**config.mk**
```make
export PLATFORM = sky130hd
export DESIGN_NAME = hazard_ctrl
export DESIGN_NICKNAME = d
export VERILOG_FILES = /design/src/rtl/hazard_pkg.sv /design/src/rtl/hazard_perf_cnt.sv /design/src/rtl/hazard_ctrl.sv
export SDC_FILE = /design/constraint.sdc
export NUM_CORES = 1
export LEC_CHECK = 0
export CORE_MARGIN = 2
export CORE_UTILIZATION = 38
export DETAILED_ROUTE_END_ITERATION = 8
export GPL_ROUTABILITY_DRIVEN = 0
export PLACE_DENSITY = 0.86
export SETUP_SLACK_MARGIN = 0.3
export SYNTH_ARGS = -nofsm -noshare
export SYNTH_HDL_FRONTEND = slang
export SYNTH_SLANG_ARGS = --single-unit
```
**constraint.sdc**
```tcl
create_clock -name clk -period 2.1 [get_ports clk]
set_input_delay 0.21 -clock clk [delete_from_list [all_inputs] [get_ports clk]]
set_output_delay 0.21 -clock clk [all_outputs]
set_load 0.01 [all_outputs]
```
**src/rtl/hazard_pkg.sv**
```systemverilog
// ============================================================================
// hazard_pkg : shared types and constants for the pipeline hazard controller
// Rev 1.0
// ============================================================================
`default_nettype none

package hazard_pkg;

    localparam int REG_IDX_W      = 5;
    localparam int MD_LAT_DEFAULT = 32;
    localparam int MD_CNT_W       = 8;

    typedef enum logic [1:0] {
        ST_RUN      = 2'd0,
        ST_MD_WAIT  = 2'd1,
        ST_MEM_WAIT = 2'd2
    } ctrl_state_e;

    function automatic logic src_hit(
        input logic                 src_en,
        input logic [REG_IDX_W-1:0] src_idx,
        input logic [REG_IDX_W-1:0] dst_idx
    );
        return src_en && (src_idx == dst_idx);
    endfunction

endpackage

`default_nettype wire

```
**src/rtl/hazard_perf_cnt.sv**
```systemverilog
// ============================================================================
// hazard_perf_cnt : saturating event counter with enable
// Rev 1.0
// ============================================================================
`default_nettype none

module hazard_perf_cnt #(
    parameter int WIDTH = 32
) (
    input  logic             clk,
    input  logic             rst,
    input  logic             en,
    output logic [WIDTH-1:0] count
);

    always_ff @(posedge clk or posedge rst) begin
        if (rst) begin
            count <= '0;
        end else if (en && (count != {WIDTH{1'b1}})) begin
            count <= count + 1'b1;
        end
    end

endmodule

`default_nettype wire

```
**src/rtl/hazard_ctrl.sv**
```systemverilog
// ============================================================================
// hazard_ctrl : stall/flush generation, mul/div sequencing, mem wait handling
// Optional stall counter enabled by HAZARD_CTRL_PERF_EN.
// Rev 1.0
// ============================================================================
`default_nettype none

module hazard_ctrl
    import hazard_pkg::*;
#(
    parameter int MD_LAT = MD_LAT_DEFAULT,
    parameter int PERF_W = 32
) (
    input  logic                 clk,
    input  logic                 rst,
    input  logic [REG_IDX_W-1:0] id_rs1_idx,
    input  logic [REG_IDX_W-1:0] id_rs2_idx,
    input  logic                 id_rs1_en,
    input  logic                 id_rs2_en,
    input  logic [REG_IDX_W-1:0] exe_rd_idx,
    input  logic                 exe_rd_en,
    input  logic                 exe_is_load,
    input  logic                 exe_md_start,
    input  logic                 exe_br_taken,
    input  logic                 mem_req,
    input  logic                 mem_ack,
    output logic                 md_busy,
    output logic                 md_done,
    output logic                 stall_if,
    output logic                 stall_id,
    output logic                 stall_exe,
    output logic                 stall_mem,
    output logic                 flush_id,
    output logic                 flush_exe,
    output logic                 flush_mem,
    output logic                 flush_wb,
    output logic [1:0]           ctrl_state,
    output logic [PERF_W-1:0]    perf_stall_cnt
);

    ctrl_state_e           state;
    ctrl_state_e           ret_state;
    ctrl_state_e           eff_state;
    logic [MD_CNT_W-1:0]   md_cnt;
    logic                  mem_wait;
    logic                  md_wait;
    logic                  md_issue;
    logic                  load_use;

    // On the ack cycle MEM_WAIT already behaves like the state it returns to.
    always_comb begin
        eff_state = ST_RUN;
        case (state)
            ST_MD_WAIT:  eff_state = ST_MD_WAIT;
            ST_MEM_WAIT: eff_state = ret_state;
            default:     eff_state = ST_RUN;
        endcase
    end

    assign mem_wait = mem_req & ~mem_ack;
    assign md_wait  = (eff_state == ST_MD_WAIT);
    assign md_issue = (eff_state == ST_RUN) & exe_md_start;
    assign load_use = (eff_state == ST_RUN) & exe_is_load & exe_rd_en & (|exe_rd_idx) &
                      (src_hit(id_rs1_en, id_rs1_idx, exe_rd_idx) |
                       src_hit(id_rs2_en, id_rs2_idx, exe_rd_idx));

    always_comb begin
        logic s_if, s_id, s_exe, s_mem, f_id, f_exe, f_mem, f_wb, busy, done;
        {s_if, s_id, s_exe, s_mem, f_id, f_exe, f_mem, f_wb, busy, done} = '0;
        if (!rst) begin
            if (mem_wait) begin
                {s_if, s_id, s_exe, s_mem, f_wb} = 5'b11111;
                busy = md_wait;
            end else begin
                if (md_wait) begin
                    busy = 1'b1;
                    if (md_cnt == MD_CNT_W'(1)) begin
                        done = 1'b1;
                    end else begin
                        {s_if, s_id, s_exe, f_mem} = 4'b1111;
                    end
                end else if (md_issue) begin
                    busy = 1'b1;
                    {s_if, s_id, s_exe, f_mem} = 4'b1111;
                end else if (load_use) begin
                    {s_if, s_id, f_exe} = 3'b111;
                end
                // A taken branch only acts once EXE is free to advance.
                if (exe_br_taken && !s_exe) begin
                    {f_id, f_exe} = 2'b11;
                    {s_if, s_id}  = 2'b00;
                end
            end
        end
        stall_if  = s_if;
        stall_id  = s_id  & ~f_id;
        stall_exe = s_exe & ~f_exe;
        stall_mem = s_mem & ~f_mem;
        flush_id  = f_id;
        flush_exe = f_exe;
        flush_mem = f_mem;
        flush_wb  = f_wb;
        md_busy   = busy;
        md_done   = done;
    end

    always_ff @(posedge clk or posedge rst) begin
        if (rst) begin
            state     <= ST_RUN;
            ret_state <= ST_RUN;
            md_cnt    <= '0;
        end else if (mem_wait) begin
            if (state != ST_MEM_WAIT) begin
                ret_state <= (state == ST_MD_WAIT) ? ST_MD_WAIT : ST_RUN;
            end
            state <= ST_MEM_WAIT;
        end else if (md_wait) begin
            if (md_cnt == MD_CNT_W'(1)) begin
                state  <= ST_RUN;
                md_cnt <= '0;
            end else begin
                state  <= ST_MD_WAIT;
                md_cnt <= md_cnt - 1'b1;
            end
        end else if (exe_md_start) begin
            state  <= ST_MD_WAIT;
            md_cnt <= MD_CNT_W'(MD_LAT - 1);
        end else begin
            state <= ST_RUN;
        end
    end

    assign ctrl_state = state;

`ifdef HAZARD_CTRL_PERF_EN
    hazard_perf_cnt #(
        .WIDTH (PERF_W)
    ) u_perf_cnt (
        .clk   (clk),
        .rst   (rst),
        .en    (stall_if),
        .count (perf_stall_cnt)
    );
`else
    assign perf_stall_cnt = '0;
`endif

endmodule

`default_nettype wire

```
# == Yosys cells after proc, flatten, opt, wreduce, memory -nomap -nowiden ==
# Index checks and enable logic that the tools add are counted.
# W data, S select, Z words.
# op_classes
addsub,1
n_eq_ne,7
mux,41
n_bitwise,15
reduce_logical,9
# op_table
operator,count
$mux W1,35
$mux W8,3
$eq A5 B5 Y1,2
$and A1 B1 Y1,9
$eq A8 B1 Y1 const B,1
$sub A8 B1 Y8 const B,1
$not A1 Y1,5
$reduce_or A5 Y1,1
$eq A2 B1 Y1 const B,2
$mux W2,2
$pmux W2 S2,1
$reduce_and A2 Y1,2
$logic_and A1 B1 Y1,3
$eq A2 B2 Y1 const B,1
$logic_not A2 Y1,1
$ne A2 B2 Y1 const B,1
$reduce_bool A2 Y1,1
$logic_not A1 Y1,1
$or A1 B1 Y1,1
# word_totals
reg_bits,12
input_bits,25
output_inout_bits,44
elab_cells,76

# == Logic depth before layout (Yosys ltp) ==
# Gate-level depths: netlist of run 1.
# logic_depth
word_depth,15
ltp_mapped,7
mapped_depth_nobuf,6

# == Least setup slack after synthesis of run 1 ==
# Ideal clock, no wire load.
# synth_path
kind,reg-to-output
startpoint,"register state[0], in the netlist ctrl_state[0]"
endpoint,output stall_id
arrival_ns,1.890
t_required_ns,1.890
slack_ns,0.000
stages_incl_launch_ff,7
n_path_buf,1
cell_sequence,dfrtp_1 > inv_1 > ha_1 > o21ba_2 > clkbuf_1 > o31ai_1 > o21bai_1
# synth_via
elab_chain_cells,15
elab_cells_between_ends,27
classes_between,3 x eq/ne; 14 x mux; 7 x bitwise; 3 x reduce/logical
# synth_rtl
item,line_no,text
from (decl),hazard_ctrl.sv:41,ctrl_state_e state;
from (signal assigned),hazard_ctrl.sv:109,state <= ST_RUN;
from (signal assigned),hazard_ctrl.sv:116,state <= ST_MEM_WAIT;
from (signal assigned),hazard_ctrl.sv:119,state <= ST_RUN;
$eq A2 B2 Y1 / $eq A2 B1 Y1 (equally long branches),hazard_ctrl.sv:53,case (state)
$pmux W2 S2 *,hazard_ctrl.sv:53,
branches (longest 12 deep; another with $logic_not A2 Y1),n/a,
$and A1 B1 Y1 *,hazard_ctrl.sv:96,stall_id = s_id & ~f_id;
to (decl),hazard_ctrl.sv:30,"output logic stall_id,"
# Every way passes the cells marked *. The select of a mux whose other input is x is not followed.

# == Worst setup path after layout of run 1 ==
# layout_path
startpoint,register md_cnt[5]
endpoint,output flush_exe
# layout_via
elab_chain_cells,10
# layout_rtl
item,line_no,text
from (decl),hazard_ctrl.sv:44,logic [MD_CNT_W-1:0] md_cnt;
from (signal assigned),hazard_ctrl.sv:123,md_cnt <= md_cnt - 1'b1;
from (signal assigned),hazard_ctrl.sv:127,md_cnt <= MD_CNT_W'(MD_LAT - 1);
$eq A8 B1 Y1,hazard_ctrl.sv:77,if (md_cnt == MD_CNT_W'(1)) begin
$mux W1,hazard_ctrl.sv:77,
$mux W1,hazard_ctrl.sv:75,if (md_wait) begin
$mux W1,hazard_ctrl.sv:71,if (mem_wait) begin
$mux W1,hazard_ctrl.sv:70,if (!rst) begin
$logic_not A1 Y1,hazard_ctrl.sv:89,if (exe_br_taken && !s_exe) begin
$logic_and A1 B1 Y1,hazard_ctrl.sv:89,
$mux W1,hazard_ctrl.sv:89,
$mux W1,hazard_ctrl.sv:71,
$mux W1,hazard_ctrl.sv:70,
to (decl),hazard_ctrl.sv:34,"output logic flush_exe,"
# No other way between the ends. The select of a mux whose other input is x is not followed.

==> results of run 1 <==
how the worst max path moves through the flow:
stage                             start        end  depth (start not counted)
after floorplan           ctrl_state[1]   stall_id                          7
after global placement          mem_ack  flush_exe                          7
after detailed placement  exe_rd_idx[3]   stall_if                          6
after CTS                     md_cnt[1]  flush_exe                          9
after global routing          md_cnt[5]  flush_exe                          7
final                         md_cnt[5]  flush_exe                          7
placed cells by master, fill, tap and decap left out, types with 2 or more instances in the layout:
cell type        instances
buf_4                   34
conb_1                  32
clkdlybuf4s50_1         26
dfrtp_1                 10
inv_1                    8
xor2_1                   8
buf_2                    7
nor2_1                   6
nand2_1                  5
nor4_1                   3
ha_4                     3
clkbuf_4                 3
buf_6                    3
nand4_1                  2
a211oi_2                 2
a211oi_1                 2
mux2i_1                  2
nor3_2                   2
or4_4                    2
or4_1                    2
o21ai_0                  2
a2bb2oi_1                2
inv_2                    2
o211ai_1                 2
xnor2_1                  2
o21bai_2                 2
a22oi_1                  2
nor3_1                   2
o2bb2ai_1                2
clkdlybuf4s15_2          2
metrics by stage:
stage                     hold WS, ps  power [W]  instance area [um2]
after CTS                         440   0.000825                 1770
after detailed placement          576   0.000652                 1710
after floorplan                  70.4   0.000510                 1360
final                             438   0.000838                 1810
after global routing              495   0.000887                 1810
after global placement            551   0.000642                 1710
power by group:
group          internal, W  total [W]  switching, W  leakage [nW]
Clock            0.0000735   0.000153     0.0000799        0.0150
Combinational     0.000218   0.000425      0.000207         0.689
Sequential        0.000236   0.000259     0.0000234         0.125
layout make-up:
| class | count | area (um2) | share of cell area [%] |
|---|---|---|---|
| Inverter | 10 | 37.5 | 2.08 |
| Sequential cell | 11 | 277 | 15.3 |
| Timing Repair Buffer | 72 | 607 | 33.6 |
| Multi-Input combinational cell | 111 | 820 | 45.3 |
| Tap cell | 33 | 41.3 | 2.28 |
| Clock buffer | 4 | 26.3 | 1.45 |
registers in the layout, summed over array words and instances, names as in the netlist:
register,count
md_cnt,8
ctrl_state,2
ret_state,1
synth_stat cells (2+ instances only):
| master | n |
|---|---|
| buf_4 | 33 |
| dfrtp_1 | 11 |
| inv_1 | 10 |
| xor2_1 | 8 |
| nor2_1 | 7 |
| nand2_1 | 5 |
| ha_1 | 4 |
| nor3_1 | 4 |
| nor4_1 | 4 |
| a211oi_1 | 3 |
| o21ai_0 | 3 |
| a21oi_1 | 2 |
| a22oi_1 | 2 |
| a2bb2oi_1 | 2 |
| mux2i_1 | 2 |
| nand4_1 | 2 |
| o211ai_1 | 2 |
| o21bai_1 | 2 |
| o2bb2ai_1 | 2 |
| o31ai_1 | 2 |
| or2_2 | 2 |
| or4_1 | 2 |
| or4_4 | 2 |
| xnor2_1 | 2 |
tightest hold or removal path, delay by kind of cell:
kind | cells | cell delay [ps]
buffers and inverters | 4 | 860
timing repair:
item | 4_1_cts | 5_1_grt
pin swaps | 5 | 4
setup endpoints to repair | 13 | 15
resized for setup | 47 | 4
buffers inserted | 5 | 2
layer usage:
layer,track usage (%),share of wire [%]
met1,21.5,39
met2,31.6,55
met3,3.93,3.8
met4,8.12,2.1
met5,0,0
logic make-up (layout without fill, tap and decap cells):
family,Yosys count,after routing
compound gates,26,26
xor+xnor,10,10
flops,11,11
fa+ha+maj,4,4
mux,3,3
buf+inv,46,86
other cells,1,32
simple gates,36,36
==> run_results.csv, run 1 <==
group,metric,value,unit
power,power_density,463,nW/um2
timing,post-route-period-util,110,%
timing,slew_headroom,64.3,%
power,vdd_ir_drop_max,0.000241,V
timing,period_needed,2300,ps
synth,synthXorXnorAreaFrac,7.49,%
min_path,hold_class,"primary input to async pin",
timing,clock_skew,6.84,ps
floorplan,die_area,3540,um2
setup_path,cp_slowest_cell,"or4_4",
synth,synthMuxAreaShare,2.67,%
synth,synth_area,1170,um2
cts,clk_latency,270,ps
synth,synth-main-ff-cell,"dfrtp_1",
drt,drt_wl_total,3380,um
place,hpwl,2550,um
floorplan,io-pin-count,69,
timing,setup_violations,6,
synth,synth_top_family_by_area,"buffers and inverters",
synth,yosys.area.top_type_share,23.5,%
final_layout,instances_no_fill,241,
global_route,first_global_vias,1071,
drt,avgRoutedWirePerCell,14.0,um
synth,syn_avg_cell_area,8.54,um2
synth,yosys.area_share.simple,18.6,%
floorplan,initial_core_util,39.3,%
place,dp_slack,-326,ps
setup_path,critical_path_buf_inv_count,3,
cts,cts_inserted_buffers,3,
timing,drv_slew,0,
global_route,antenna_found_initial,0,
synth,yosysSeqAreaShare,23.5,%
floorplan,die_h,59.5,um
synth,yosysTopAreaCell,"dfrtp_1",
setup_path,cpPeakStageDelay,570,ps
timing,max_freq,434,MHz
floorplan,row_count,20,
drt,ant_nets,0,
setup_path,worstReg2RegEnd,"md_cnt[7]",
cts,clk_path_buf_depth,2,
setup_path,cp_data_arrival_time,2090,ps
cts,postCtsHoldBufs,0,
final_layout,drive_above_1_share,36.1,%
synth,synth_fa_ha_area_share,4.28,%
setup_path,crit_fanout,3,
synth,async_reset_ff_share,100,%
job,cap_violations,0,
floorplan,die_w,59.5,um
setup_path,crit_top_cell,"buf_4",
place,place_inst,230,
global_route,grt_max_degree,15,
cts,htreeDepth,1,
final_layout,nFillCells,259,
place,io_buffers,36,
global_route,grt_pass1_wl,4740,um
synth,yosysUniqueCellTypes,43,
setup_path,cp_cell_sequence,"or4_4 -> nor4_4 -> buf_4 -> o211ai_1 -> buf_4 -> o21ai_2 -> buf_2",
global_route,grt_overflow,0,
power,leakage,0.829,nW
drt,routed_via_density,4.76,
drt,drt_iter0_markers,28,
setup_path,r2r_start,"md_cnt[5]",
synth,synth_area_leaders,"dfrtp_1 (24%), buf_4 (21%), xor2_1 (6.0%)",
final_layout,final_util,60.7,%
setup_path,crit_family,"simple AND/OR/NAND/NOR gates",
timing,worstMarginPinSlew,535,ps
synth,synth_compound_area_share,17.1,%
setup_path,criticalPathCategory,"register to primary output",
synth,synthCells,137,
run_status,violations,"negative setup slack",
drt,dr.pass1.iters,4,
cts,cts_tree,"built",
global_route,grt_usage,18.3,%
final_layout,diodes,0,
setup_path,r2r_setup_slack,130,ps
synth,yosysWarningCount,0,
drt,drc,0,
timing,worst_slack,-204,ps
floorplan,core_area,2980,um2
cts,clockRootBuffer,"clkbuf_4",
timing,grt_setup_unrepaired,"yes",
timing,hold_viol,0,
setup_path,reg2regPathDepth,5,
cts,path_clk_slew,80,ps
setup_path,startpoint_type,"register",
final_layout,final_nets,238,
cts,cts_sinks,11,
timing,fin_setup_tns,-865,ps
synth,synth_edf_count,0,
synth,ys_ff_latch,11,
setup_path,worstPathRequired,1890,ps
run_status,status,"complete, but fails checks",
drt,vias,1147,
final_layout,syn2layout_area_growth,54.5,%
setup_path,crit_path_end_kind,"primary output",
(Power assumes the default switching activity.)
==> run 2, diff against run 1 <==
==> constraint.sdc (replaced) <==
create_clock -name clk -period 2.55 [get_ports clk]
set_input_delay 0.255 -clock clk [delete_from_list [all_inputs] [get_ports clk]]
set_output_delay 0.255 -clock clk [all_outputs]
set_load 0.01 [all_outputs]
==> run_results.csv, run 2 (same netlist as run 1, synthesis figures left out) <==
group,metric,value,unit
run_status,status,"finished clean",
drt,avgRoutedWirePerCell,13.3,um
floorplan,row_count,20,
floorplan,die_w,59.5,um
timing,worstMarginPinSlew,754,ps
cts,clockRootBuffer,"clkbuf_4",
final_layout,layout_common_cells,"conb_1 (32), clkdlybuf4s50_1 (28), buf_4 (22)",
setup_path,startpoint_type,"register",
drt,dr.pass1.iters,4,
timing,drv_slew,0,
global_route,grt_max_degree,15,
place,hpwl,2210,um
min_path,hold_class,"primary input to async pin",
cts,path_clk_slew,80,ps
cts,postCtsHoldBufs,0,
final_layout,final_util,55.7,%
timing,hold_viol,0,
global_route,grt_usage,17.4,%
setup_path,criticalPathCategory,"register to primary output",
setup_path,crit_path_end_kind,"primary output",
final_layout,largest_register_ffs,8,
setup_path,crit_fanout,5,
drt,drc,0,
cts,cts_inserted_buffers,3,
global_route,first_global_vias,1084,
final_layout,syn2layout_area_growth,41.8,%
job,cap_violations,0,
cts,htreeDepth,1,
power,leakage,0.749,nW
floorplan,die_h,59.5,um
floorplan,initial_core_util,39.3,%
timing,period_needed,2310,ps
power,vdd_ir_drop_max,0.000140,V
drt,ant_nets,0,
timing,post-route-period-util,90.4,%
timing,setup_violations,0,
drt,vias,1139,
final_layout,diodes,0,
timing,max_freq,434,MHz
global_route,antenna_found_initial,0,
final_layout,nFillCells,262,
drt,routed_via_density,5.00,
power,power.total,0.000652,W
setup_path,cp_slowest_cell,"or4_4",
cts,clk_latency,280,ps
floorplan,die_area,3540,um2
timing,clock_skew,6.16,ps
setup_path,cp_cell_sequence,"or4_4 -> nor4_4 -> buf_4 -> buf_6 -> o211ai_1 -> o21ai_1 -> buf_2",
floorplan,io-pin-count,69,
final_layout,final_nets,225,
setup_path,cp_data_arrival_time,2050,ps
place,io_buffers,36,
final_layout,final_common_cell,"conb_1",
timing,grt_setup_unrepaired,"yes",
cts,cts_sinks,11,
timing,slew_headroom,49.5,%
drt,drt_wl_total,3030,um
cts,clk_path_buf_depth,2,
drt,drt_iter0_markers,39,
setup_path,worstPathRequired,2300,ps
global_route,grt_pass1_wl,4640,um
timing,fin_setup_tns,0,ps
floorplan,core_area,2980,um2
setup_path,cpPeakStageDelay,560,ps
final_layout,regMostFlops,"md_cnt",
cts,cts_tree,"built",
global_route,grt_overflow,0,
power,power_density,393,nW/um2
final_layout,drive_above_1_share,25.1,%
==> run 2: changes by cell type in the layout (fill, tap and decap cells not counted), moves of 2 or more <==
cell	change
clkdlybuf4s15_2	-2
buf_2	-2
buf_4	-12
nor3_1	+2
clkdlybuf4s50_1	+2
o21bai_1	+2
nor3_2	-2
o21bai_2	-2
==> run 2: stage by stage <==
stage | setup WS, ps | hold slack (ps) | area (um2) | std cells
2_1_floorplan | 405 | 115 | 1290 | 168
3_3_place_gp | 52.7 | 483 | 1540 | 217
3_5_place_dp | 60.0 | 499 | 1540 | 217
4_1_cts | 269 | 490 | 1620 | 227
5_1_grt | 168 | 509 | 1660 | 228
6_report | 244 | 474 | 1660 | 228
==> run 2: final cells by class <==
class	count	area, um2	share of cell area (%)
Sequential cell	11	275	16.6
Inverter	10	37.5	2.26
Tap cell	33	41.3	2.49
Timing Repair Buffer	59	508	30.6
Multi-Input combinational cell	111	771	46.5
Clock buffer	4	26.3	1.58
==> run 2: timing repair <==
action,in CTS,in global routing
buffers inserted,6,1
gates resized for setup,35,10
pin swaps,2,1
gates cloned,0,0
endpoints found under the setup margin,8,8
hold endpoints to repair,0,0
==> run 2: critical path, delay by kind of cell (launching register included) <==
| kind | cells | cell delay, ps |
|---|---|---|
| DFF | 1 | 380 |
| AOI/OAI and AO/OA | 2 | 180 |
| and+or+nand+nor | 2 | 790 |
| buffers and inverters | 3 | 410 |
==> run 2: per-layer routing <==
layer | wire length, um | GRT usage, %
met5 | 0 | 0
met4 | 72 | 8.44
met3 | 178 | 1.53
met2 | 1670 | 30.9
met1 | 1110 | 20.6
==> run 2: power by group <==
| group | total, W | internal, W | leakage, nW | switching [W] |
|---|---|---|---|---|
| Combinational | 0.000313 | 0.000153 | 0.608 | 0.000159 |
| Clock | 0.000127 | 0.0000607 | 0.0150 | 0.0000667 |
| Sequential | 0.000212 | 0.000194 | 0.126 | 0.0000183 |
==> run 2: path summary, 6_finish.rpt <==
kind                           start         to  slack, ps  cells after the start
max in group asynchronous        rst  md_cnt[1]       1920                      4
min in group clk           md_cnt[7]  md_cnt[7]        520                      1
hold reg to reg            md_cnt[7]  md_cnt[7]        520                      1
setup / recovery           md_cnt[5]  flush_exe        240                      7
setup reg to reg           md_cnt[5]  md_cnt[7]        570                      5
hold / removal                   rst  md_cnt[3]        470                      4
==> run 3, diff against run 2 <==
--- a/config.mk
+++ b/config.mk
@@ -6,10 +6,11 @@
 export NUM_CORES = 1
 export LEC_CHECK = 0
 export CORE_MARGIN = 2
-export CORE_UTILIZATION = 38
+export CORE_UTILIZATION = 40
 export DETAILED_ROUTE_END_ITERATION = 8
+export DONT_BUFFER_PORTS = 1
 export GPL_ROUTABILITY_DRIVEN = 0
-export PLACE_DENSITY = 0.86
+export PLACE_DENSITY = 0.59
 export SETUP_SLACK_MARGIN = 0.3
 export SYNTH_ARGS = -nofsm -noshare
 export SYNTH_HDL_FRONTEND = slang
==> run_results.csv, run 3 (same netlist as run 1, synthesis figures left out) <==
group,metric,value,unit
cts,clk_latency,270,ps
timing,fin_setup_tns,0,ps
final_layout,regMostFlops,"md_cnt",
cts,cts_inserted_buffers,3,
cts,path_clk_slew,60,ps
timing,slew_headroom,50.7,%
timing,grt_setup_unrepaired,"yes",
cts,htreeDepth,1,
global_route,grt_pass1_wl,3690,um
timing,worstMarginPinSlew,735,ps
run_status,status,"finished clean",
final_layout,final_nets,176,
floorplan,row_count,19,
timing,max_freq,440,MHz
cts,cts_sinks,11,
floorplan,core_area,2760,um2
cts,clk_path_buf_depth,2,
timing,period_needed,2270,ps
min_path,hold_class,"primary input to register",
drt,avgRoutedWirePerCell,13.8,um
power,leakage,0.550,nW
timing,setup_violations,0,
timing,hold_viol,0,
floorplan,initial_core_util,42.4,%
drt,ant_nets,0,
setup_path,crit_fanout,4,
power,power_density,443,nW/um2
final_layout,nFillCells,266,
final_layout,largest_register_ffs,8,
global_route,grt_overflow,0,
floorplan,io-pin-count,69,
setup_path,cp_data_arrival_time,2020,ps
final_layout,syn2layout_area_growth,8.56,%
setup_path,criticalPathCategory,"register to primary output",
floorplan,die_h,58.1,um
timing,drv_slew,0,
global_route,first_global_vias,907,
final_layout,final_common_cell,"conb_1",
drt,vias,956,
global_route,grt_max_degree,15,
cts,cts_tree,"built",
cts,clockRootBuffer,"clkbuf_4",
floorplan,die_w,58.1,um
drt,routed_via_density,5.40,
min_path,holdPathStages,2,
power,vdd_ir_drop_max,0.000346,V
timing,post-route-period-util,89.1,%
final_layout,layout_common_cells,"conb_1 (32), inv_1 (9), buf_4 (9)",
final_layout,final_util,46.1,%
global_route,antenna_found_initial,0,
drt,drt_wl_total,2440,um
setup_path,startpoint_type,"register",
drt,dr.pass1.iters,4,
global_route,grt_usage,14.4,%
drt,drt_iter0_markers,31,
timing,clock_skew,2.81,ps
setup_path,crit_path_end_kind,"primary output",
place,io_buffers,0,
drt,drc,0,
setup_path,worstPathRequired,2300,ps
setup_path,reg2regPathDepth,8,
job,cap_violations,0,
final_layout,drive_above_1_share,23.3,%
place,hpwl,1860,um
final_layout,diodes,0,
floorplan,die_area,3370,um2
==> run 3: cell types whose count changed in the layout (fill, tap and decap cells not counted), moves of 3 or more <==
cell and delta:
dfrtp_2 +3, buf_4 -13, clkdlybuf4s50_1 -28, buf_2 -5, dfrtp_1 -3
==> run 3: critical path, cell delays in order (launching register included) <==
cell and delay [ps]:
dfrtp_1 410, inv_2 90, ha_4 120, or3b_4 400, nor4_4 370, buf_4 190, or2_4 110, nor3_2 50
==> run 3: where the power goes <==
| group | total, W | switching, W | internal (W) |
|---|---|---|---|
| logic | 0.000216 | 0.000121 | 0.0000952 |
| registers | 0.000228 | 0.0000315 | 0.000196 |
| clock network | 0.000119 | 0.0000579 | 0.0000606 |
==> run 3: timing repair <==
action | in CTS | in global routing
endpoints found under the hold margin | 11 | 0
resized for setup | 11 | 13
pin swaps | 6 | 5
setup endpoints to repair | 7 | 6
hold buffers | 1 | 0
setup buffers | 5 | 2
==> run 3: worst paths after layout <==
kind	startpoint	end	slack, ps
hold reg to reg	md_cnt[7]	md_cnt[7]	530
setup / recovery	md_cnt[1]	flush_mem	280
hold / removal	exe_md_start	md_cnt[3]	240
min in group asynchronous	rst	ret_state[0]	440
setup reg to reg	md_cnt[1]	md_cnt[0]	560
max in group asynchronous	rst	md_cnt[2]	1770
==> run 3: final cells by class <==
cell class / instances / area, um2 / share of cell area (%)
Inverter: 10 / 37.5 / 2.96
Multi-Input combinational cell: 111 / 811 / 63.8
Tap cell: 31 / 38.8 / 3.05
Sequential cell: 11 / 279 / 22.0
Clock buffer: 4 / 26.3 / 2.07
Timing Repair Buffer: 10 / 77.6 / 6.11
==> run 3: per-stage QoR <==
step / std cells / hold WS (ps) / area [um2] / total power (W) / setup WS, ps
floorplan: 168 / 115 / 1290 / 0.000395 / 405
global placement: 165 / 185 / 1070 / 0.000383 / 319
detailed placement: 165 / 184 / 1070 / 0.000387 / 272
CTS: 175 / 240 / 1190 / 0.000539 / 302
global route: 177 / 239 / 1270 / 0.000603 / 167
finish: 177 / 244 / 1270 / 0.000562 / 279
==> run 3: per-layer routing <==
layer | GRT usage (%) | vias up | wire, um
met5 | 0 | - | 0
met4 | 5.65 | 0 | 53
met3 | 4.69 | 10 | 211
met2 | 25.3 | 64 | 1240
met1 | 16.0 | 441 | 937
li1 | - | 441 | -
